**config.mk**
```make
export PLATFORM = sky130hd
export DESIGN_NAME = gpu_frame_sequencer
export DESIGN_NICKNAME = d
export VERILOG_FILES = /design/src/rtl/gpu_frame_sequencer.sv
export SDC_FILE = /design/constraint.sdc
export NUM_CORES = 1
export LEC_CHECK = 0
export ABC_CLOCK_PERIOD_IN_PS = 3000
export CORE_MARGIN = 2
export CORE_UTILIZATION = 56
export CTS_CLUSTER_SIZE = 12
export DETAILED_ROUTE_END_ITERATION = 8
export PLACE_DENSITY = 0.82
export REMOVE_ABC_BUFFERS = 1
export SLEW_MARGIN = 10
export SYNTH_ARGS = -nofsm -noshare
export SYNTH_HDL_FRONTEND = slang
export SYNTH_SLANG_ARGS = --single-unit
```
**constraint.sdc**
```tcl
create_clock -name clk -period 3 [get_ports clk]
set_clock_uncertainty 0.2 [all_clocks]
set_input_delay 0.6 -clock clk [delete_from_list [all_inputs] [get_ports clk]]
set_output_delay 0.6 -clock clk [all_outputs]
set_load 0.05 [all_outputs]
```
**src/rtl/gpu_frame_sequencer.sv**
```systemverilog
// gpu_frame_sequencer: host-driven frame sequencer (conversion, then draw) with clear path and wait timeouts
module gpu_frame_sequencer #(
    parameter int TIMEOUT = 4095
) (
    input  logic       clk,
    input  logic       rst,
    input  logic       cmd_start,
    input  logic       cmd_clear,
    input  logic       in_finsh_serial_parallel_conv,
    input  logic       in_triangle_finsh,
    input  logic       in_line_drawin_finsh,
    input  logic       in_clear_finsh,
    output logic       out_start_serial_parallel_conv,
    output logic       out_start_writting,
    output logic       out_start_clear,
    output logic       busy,
    output logic       frame_done,
    output logic       timeout_err,
    output logic [7:0] frame_count
);
    localparam logic [2:0] IDLE       = 3'd0;
    localparam logic [2:0] CONV       = 3'd1;
    localparam logic [2:0] WAIT_CONV  = 3'd2;
    localparam logic [2:0] WAIT_DRAW  = 3'd3;
    localparam logic [2:0] CLEAR      = 3'd4;
    localparam logic [2:0] WAIT_CLEAR = 3'd5;
    localparam logic [2:0] DONE       = 3'd6;
    localparam logic [15:0] LAST = 16'(TIMEOUT - 1);

    logic [2:0]  state_q, state_d;
    logic [15:0] cnt_q, cnt_d;
    logic        tri_q, tri_d, line_q, line_d;
    logic        from_draw_q, from_draw_d;
    logic        err_q, err_d;
    logic [7:0]  count_q, count_d;
    logic        tri_seen, line_seen, in_wait, exit_ok, tmo;

    // next-state, wait counter and sticky draw-finish bookkeeping
    always_comb begin
        tri_seen    = tri_q | in_triangle_finsh;
        line_seen   = line_q | in_line_drawin_finsh;
        in_wait     = (state_q == WAIT_CONV) || (state_q == WAIT_DRAW) || (state_q == WAIT_CLEAR);
        exit_ok     = ((state_q == WAIT_CONV) && in_finsh_serial_parallel_conv) ||
                      ((state_q == WAIT_DRAW) && tri_seen && line_seen) ||
                      ((state_q == WAIT_CLEAR) && in_clear_finsh);
        tmo         = in_wait && !exit_ok && (cnt_q == LAST);
        state_d     = IDLE;
        case (state_q)
            IDLE:       state_d = cmd_clear ? CLEAR : (cmd_start ? CONV : IDLE);
            CONV:       state_d = WAIT_CONV;
            WAIT_CONV:  state_d = exit_ok ? WAIT_DRAW : (tmo ? IDLE : WAIT_CONV);
            WAIT_DRAW:  state_d = exit_ok ? DONE : (tmo ? IDLE : WAIT_DRAW);
            CLEAR:      state_d = WAIT_CLEAR;
            WAIT_CLEAR: state_d = exit_ok ? DONE : (tmo ? IDLE : WAIT_CLEAR);
            default:    state_d = IDLE;
        endcase
        cnt_d       = (in_wait && (state_d == state_q)) ? cnt_q + 16'd1 : 16'd0;
        tri_d       = (state_q == WAIT_DRAW) && tri_seen;
        line_d      = (state_q == WAIT_DRAW) && line_seen;
        from_draw_d = (state_q == WAIT_DRAW) && (state_d == DONE);
        err_d       = err_q | tmo;
        count_d     = count_q + {7'd0, (state_q == DONE) && from_draw_q};
    end

    // state registers with synchronous reset
    always_ff @(posedge clk) begin
        if (rst) begin
            state_q     <= IDLE;
            cnt_q       <= 16'd0;
            tri_q       <= 1'b0;
            line_q      <= 1'b0;
            from_draw_q <= 1'b0;
            err_q       <= 1'b0;
            count_q     <= 8'd0;
        end else begin
            state_q     <= state_d;
            cnt_q       <= cnt_d;
            tri_q       <= tri_d;
            line_q      <= line_d;
            from_draw_q <= from_draw_d;
            err_q       <= err_d;
            count_q     <= count_d;
        end
    end

    assign out_start_serial_parallel_conv = (state_q == CONV);
    assign out_start_writting             = (state_q == WAIT_DRAW);
    assign out_start_clear                = (state_q == CLEAR);
    assign busy                           = (state_q != IDLE);
    assign frame_done                     = (state_q == DONE);
    assign timeout_err                    = err_q;
    assign frame_count                    = count_q;
endmodule

```
Word-level counts from Yosys, hierarchy flattened. Cells that the tools add are included. Widths: inputs -> output; s select.

Register bits: 31. Input port bits: 8. Output and inout bits: 14. Logic and storage cells: 49.

Add/subtract/negate cells: 2. Equal/unequal tests: 9. Multiplexer cells: 9. Bitwise logic cells: 4. Reduce and logical (&&, ||, !) cells: 18.

Operator list (count): $pmux 3 s6 (1); $add 16x1->16 const B (1); $eq 16x12->1 const B (1); $eq 3x3->1 const B (4); $mux 3 (4); $logic_and 1x1->1 (10); $add 8x1->8 (1); $eq 3x2->1 const B (2); $mux 2 (3); $logic_or 1x1->1 (4); $eq 3x1->1 const B (1); $eq 3x3->1 (1); $logic_not 3->1 (1); $or 1x1->1 (3); $reduce_bool 3->1 (1); $reduce_or 2->1 (1); $logic_not 1->1 (1); $mux 1 (1); $not 1->1 (1).

Logic depth before layout (Yosys ltp). Gate-level depths: netlist of run 1.

Word-level depth: 15. Mapped depth: 9. Mapped depth without buffers: 8.

Worst setup path after synthesis of run 1. OpenSTA, ideal clock, no wires.

Path type: register -> register. From: register state_q[2]. To: register count_q[5], in the netlist frame_count[5]. Library setup time: 0.128 ns. Arrival: 2.525 ns. Required time: 2.672 ns. Slack: 0.147 ns. Cell stages (with the launch flop): 10. Buffers on the path: 1. Period minus slack after synthesis: 2.853 ns. Path through: dfxtp_1 -> buf_2 -> inv_1 -> nor3_1 -> and2_1 -> ha_1 -> and3_1 -> nand3_1 -> xor2_1 -> nor2_1.

Longest elaborated chain between the ends: 3.

RTL lines: start: declaration (line 30) `logic [2:0] state_q, state_d;`; start signal: assignment (line 76) `state_q <= state_d;`; $eq 3x3->1; named net frame_done (line 17) `output logic frame_done,`; $logic_and 1x1->1 (line 62) `count_d = count_q + {7'd0, (state_q == DONE) && from_draw_q};`; $add 8x1->8 (line 62); end signal: assignment (line 82) `count_q <= count_d;`; end: declaration (line 35) `logic [7:0] count_q, count_d;`.

The timed path passes the listed nets, and every way through them passes these cells. A chain may end at the register's enable or synchronous reset.

Final worst setup path of run 1.
From: register state_q[2]. To: output port out_start_clear.

Longest elaborated chain between the ends: 1.

RTL lines: $eq 3x3->1 (line 88) `assign out_start_clear = (state_q == CLEAR);`; end: declaration (line 15) `output logic out_start_clear,`.

Every way passes these cells.

==> results of run 1 <==
## through the flow
stage | hold WS, ns | util (%) | std cells
after global placement | 0.244 | 67.8 | 212
after floorplan | 0.241 | - | 160
after detailed placement | 0.268 | 67.8 | 212
after global routing | 0.321 | 70.7 | 220
final | 0.282 | 70.7 | 220
after CTS | 0.286 | 70.5 | 220
## state kept, by name, summed over array words and instances, names as in the netlist
name         count
cnt_q           16
frame_count      8
state_q          3
from_draw_q      1
line_q           1
timeout_err      1
tri_q            1
## critical path, delay by kind of cell, from the launching register on
kind                   cells  cell delay [ns]
flip-flops                 1             0.52
buffers and inverters      2             1.02
AND/OR/NAND/NOR            1             0.15
## power groups by stage
stage	combinational [mW]	clock [mW]	sequential [mW]
after floorplan	0.226	0	0.473
after global placement	0.304	0	0.480
after detailed placement	0.314	0	0.483
after CTS	0.313	0.279	0.473
after global routing	0.337	0.292	0.479
final	0.311	0.271	0.475
## path summary, 6_finish.rpt
kind / startpoint / end / cells past startpoint
worst max-delay path: state_q[2] / out_start_clear / 3
worst min-delay path: timeout_err / timeout_err / 2
worst max register to register: cnt_q[13] / cnt_q[5] / 5
worst min register to register: timeout_err / timeout_err / 2
## per-layer routing
metal,track usage (%),up-vias
met5,0,-
met4,10.4,0
met3,8.74,6
met2,35.1,41
met1,22.7,568
li1,-,620
## cell type report
class	count	area share (%)
clock buffer	8	3.96
inverter	6	1.30
multi-input combinational	123	44.1
sequential	31	35.7
tap	30	2.16
timing repair buffer	22	12.8
## kinds of logic after synthesis
family / count (synthesis) / synth area share [%]
adder cells (fa/ha/maj): 4 / 3.48
XOR/XNOR: 20 / 12.2
AND/OR/NAND/NOR: 81 / 28.6
AO/OA/AOI/OAI: 18 / 9.06
buffers and inverters: 11 / 3.48
flip-flops: 31 / 43.2
## cell usage in the layout (no fill, tap or decap), drive strengths merged, types with 2 or more instances in the layout
cell type / n
a211oi: 2
a21oi: 2
a22oi: 2
and2: 2
and3: 4
clkbuf: 8
clkdlybuf4s50: 18
dfxtp: 31
dlymetal6s2s: 2
ha: 4
inv: 6
nand2: 7
nand2b: 3
nand3: 14
nand4: 4
nor2: 29
nor2b: 5
nor3: 9
nor4: 2
o21a: 2
o21ai: 3
xnor2: 9
xor2: 11
==> flow_summary.ini, run 1 <==
[pwr]
power.share.combinational_pct = 29.4
internal-power_uw = 680
irDropWorstVdd_v = 0.000419
swShare_pct = 35.7
p_switching_uw = 378
power_mw = 1.06
p_per_area_mw_per_mm2 = 609
sequentialPowerShare_pct = 44.9
clockPowerShare_pct = 25.6
total_leakage_power_nw = 0.649

[worst_setup_path]
crit_fanout = 10
slowest_delay_ns = 0.84
critPathArrivalTime_ns = 2.01
crit_path_end_kind = output port
crit_required_ns = 2.20
startpoint_type = flip-flop
r2r_setup_slack_ns = 0.89
crit_chain = inv_1 > nor3_1 > clkdlybuf4s50_1
crit_type = reg2out
crit_path_top_delay_cell = clkdlybuf4s50_1

[clocking]
ctsRootBufferMaster = clkbuf_4
cts_resized = 1
clockBufferDepth = 2
ctsHoldBuffers = 0
postCtsSetupBuffers = 0
tritoncts = built
insertion_delay_ns = 0.33
clkTransAtPathRegs_ns = 0.08
h-tree-depth = 2
cts_buffers = 5
cts.sinks = 31

[route]
wl_met2_um = 1410
post-route-drc-count = 0
antenna_left = 0
viasPerCell = 5.61
wl_met3_um = 192
wl_per_cell_um = 12.9
via_count = 1235
drt-total-wl_um = 2840
firstDrtPassIters = 4
dr.max_layer_used = met4
drt_iter0_drc = 50
wl_met1_um = 1200

[sta]
worst_slew_pin_slew_ns = 0.615
slew_headroom_pct = 59.0
period_share_pct = 93.7
setup-violations-final = 0
hold_violations = 0
setup_slack_ns = 0.190
fmax_mhz = 356
fin_crit_ns = 2.81
rsz0062_at_grt = no
tns_ns = 0
maxSlewViolCount = 0

[grt]
grt_overflow = 0
antenna_found_initial = 0
grt_start_max_net_pins = 20
track_usage_pct = 21.1
grt_pass1_wl_um = 4400
grt_pass1_vias = 1074

[placement]
gp_congestion = 0.933
portBuffers = 21
hpwl_um = 2070
dp_slack_ns = 0.310
dpl_cell_area_mm2 = 0.00166

[yosys]
synth-edff-count = 0
synth_cells = 165
syn_area_per_cell_um2 = 8.71
ys_types = 34
syn-cell-area_mm2 = 0.00144
synthTopCellsByArea = dfxtp_1 (43%), nor2_1 (7.6%), xor2_1 (6.7%)
synth_top_flop_cell = dfxtp_1
synthArstFlopShare_pct = 0
ys_warn_count = 0
synth_common_cells = dfxtp_1 (31), nor2_1 (29), nand3_1 (14), xor2_1 (11)
synth_top_area_share_pct = 43.2
synth-seq-area-share_pct = 43.2
synth.most_common_cell = dfxtp_1
synth-seq-cells = 31
yosysTopAreaCell = dfxtp_1

[status]
status = finished clean

[worst_hold_path]
hold_class = reg2reg

[run]
max-cap-violations = 0

[die]
dieArea_mm2 = 0.00299
std_cell_rows = 18
fp.coreArea_mm2 = 0.00245
die_h_um = 54.6
die_x_um = 54.6
ios = 22
initial_core_util_pct = 58.5

[layout]
multi_input_area_um2 = 766
nFillCells = 212
finalNetCount = 201
layout-drive-gt1-share_pct = 5.79
regArea_um2 = 621
fin_area_mm2 = 0.00174
diodes = 0
area_growth_pct = 20.9
(Power assumes the default switching activity.)
==> run 2: changes to the inputs <==
Settings changed: CORE_ASPECT_RATIO set to 0.6.
==> flow_summary.ini, run 2 (synthesis results as in run 1) <==
[pwr]
p_per_area_mw_per_mm2 = 682
total_leakage_power_nw = 0.667
irDropWorstVdd_v = 0.000544

[sta]
fmax_mhz = 352
worst_slew_pin_slew_ns = 0.641
rsz0062_at_grt = no
maxSlewViolCount = 0
setup-violations-final = 0
tns_ns = 0
fin_crit_ns = 2.84
setup_slack_ns = 0.162
slew_headroom_pct = 57.3
hold_violations = 0
period_share_pct = 94.6

[clocking]
tritoncts = built
cts_buffers = 5
clockBufferDepth = 2
ctsRootBufferMaster = clkbuf_8
clkTransAtPathRegs_ns = 0.06
cts.sinks = 31
h-tree-depth = 2
ctsHoldBuffers = 0
postCtsSetupBuffers = 0
insertion_delay_ns = 0.29

[layout]
top_register = cnt_q
finalNetCount = 201
nFillCells = 163
area_growth_pct = 24.6
regArea_um2 = 621
utilization_pct = 72.4
layout_common_cells = dfxtp_1 (31), nor2_1 (29), clkdlybuf4s50_1 (19)
multi_input_area_um2 = 766
largest_reg_flops = 16
layout.cells.most_common = dfxtp_1
layout-drive-gt1-share_pct = 6.32
diodes = 0

[grt]
grt_overflow = 0
track_usage_pct = 23.1
antenna_found_initial = 0
grtUsageMet1_pct = 30.0
gr-usage-met2_pct = 34.2
grt_start_max_net_pins = 18
grt_pass1_vias = 1185
grt-busiest-layer = met2
grt_pass1_wl_um = 5310
grt_use_met3_pct = 8.31

[route]
drt_iter0_drc = 71
wl_per_cell_um = 13.4
firstDrtPassIters = 4
post-route-drc-count = 0
via_count = 1209
viasPerCell = 5.45
drt-total-wl_um = 2980
antenna_left = 0

[worst_setup_path]
crit_type = reg2out
crit_required_ns = 2.20
startpoint_type = flip-flop
critPathArrivalTime_ns = 2.04
crit_fanout = 10
crit_path_end_kind = output port

[worst_hold_path]
hold_class = reg2reg

[placement]
portBuffers = 21
dp_slack_ns = 0.364
hpwl_um = 2070
gp_congestion = 0.823

[die]
std_cell_rows = 14
die_h_um = 43.2
ios = 22
die_x_um = 69.4
fp.coreArea_mm2 = 0.00247
initial_core_util_pct = 58.2
dieArea_mm2 = 0.00300

[run]
max-cap-violations = 0

[status]
status = finished clean
run 2: final cells by class:
cell class	instances	share of cell area (%)
clock inverters	2	1.96
multi-input cells	123	42.8
repair buffers	22	12.4
flip-flops and latches	31	34.7
clock buffers	6	4.62
inverters	6	1.26
well taps	32	2.24
run 2: timing repair:
action	CTS	global route
setup endpoints to repair	0	2
hold endpoints to repair	0	0
resized for setup	0	2
run 2: worst max-delay path, stage by stage, from the launching register on:
cell             delay [ns]
dfxtp_1                0.50
inv_1                  0.19
nor3_1                 0.22
clkdlybuf4s50_1        0.84
run 2: through the flow:
step	cells	area, um^2	total power [mW]	hold WS, ns
2_1_floorplan	160	1410	0.699	0.241
3_3_place_gp	214	1670	0.786	0.253
3_5_place_dp	214	1670	0.793	0.264
4_1_cts	222	1780	1.22	0.281
5_1_grt	222	1790	1.27	0.318
6_report	222	1790	1.22	0.280
run 2: power by group:
group / internal, mW / switching [mW] / leakage [nW]
Combinational: 0.111 / 0.207 / 0.356
Clock: 0.268 / 0.157 / 0.0612
Sequential: 0.434 / 0.0429 / 0.250
Total: 0.813 / 0.407 / 0.667
run 2: worst paths after layout:
check / slack (ns) / to / startpoint / cells after the start
setup / recovery: 0.16 / frame_done / state_q[2] / 3
hold / removal: 0.28 / timeout_err / timeout_err / 2
setup reg to reg: 0.89 / frame_count[5] / state_q[2] / 8
hold reg to reg: 0.28 / timeout_err / timeout_err / 2
run 2: metal layers:
metal / share of wire (%) / vias to the layer above / routed length (um)
li1: - / 613 / -
met1: 49 / 556 / 1480
met2: 44 / 34 / 1300
met3: 5.4 / 6 / 162
met4: 1.5 / 0 / 46
met5: 0 / - / 0
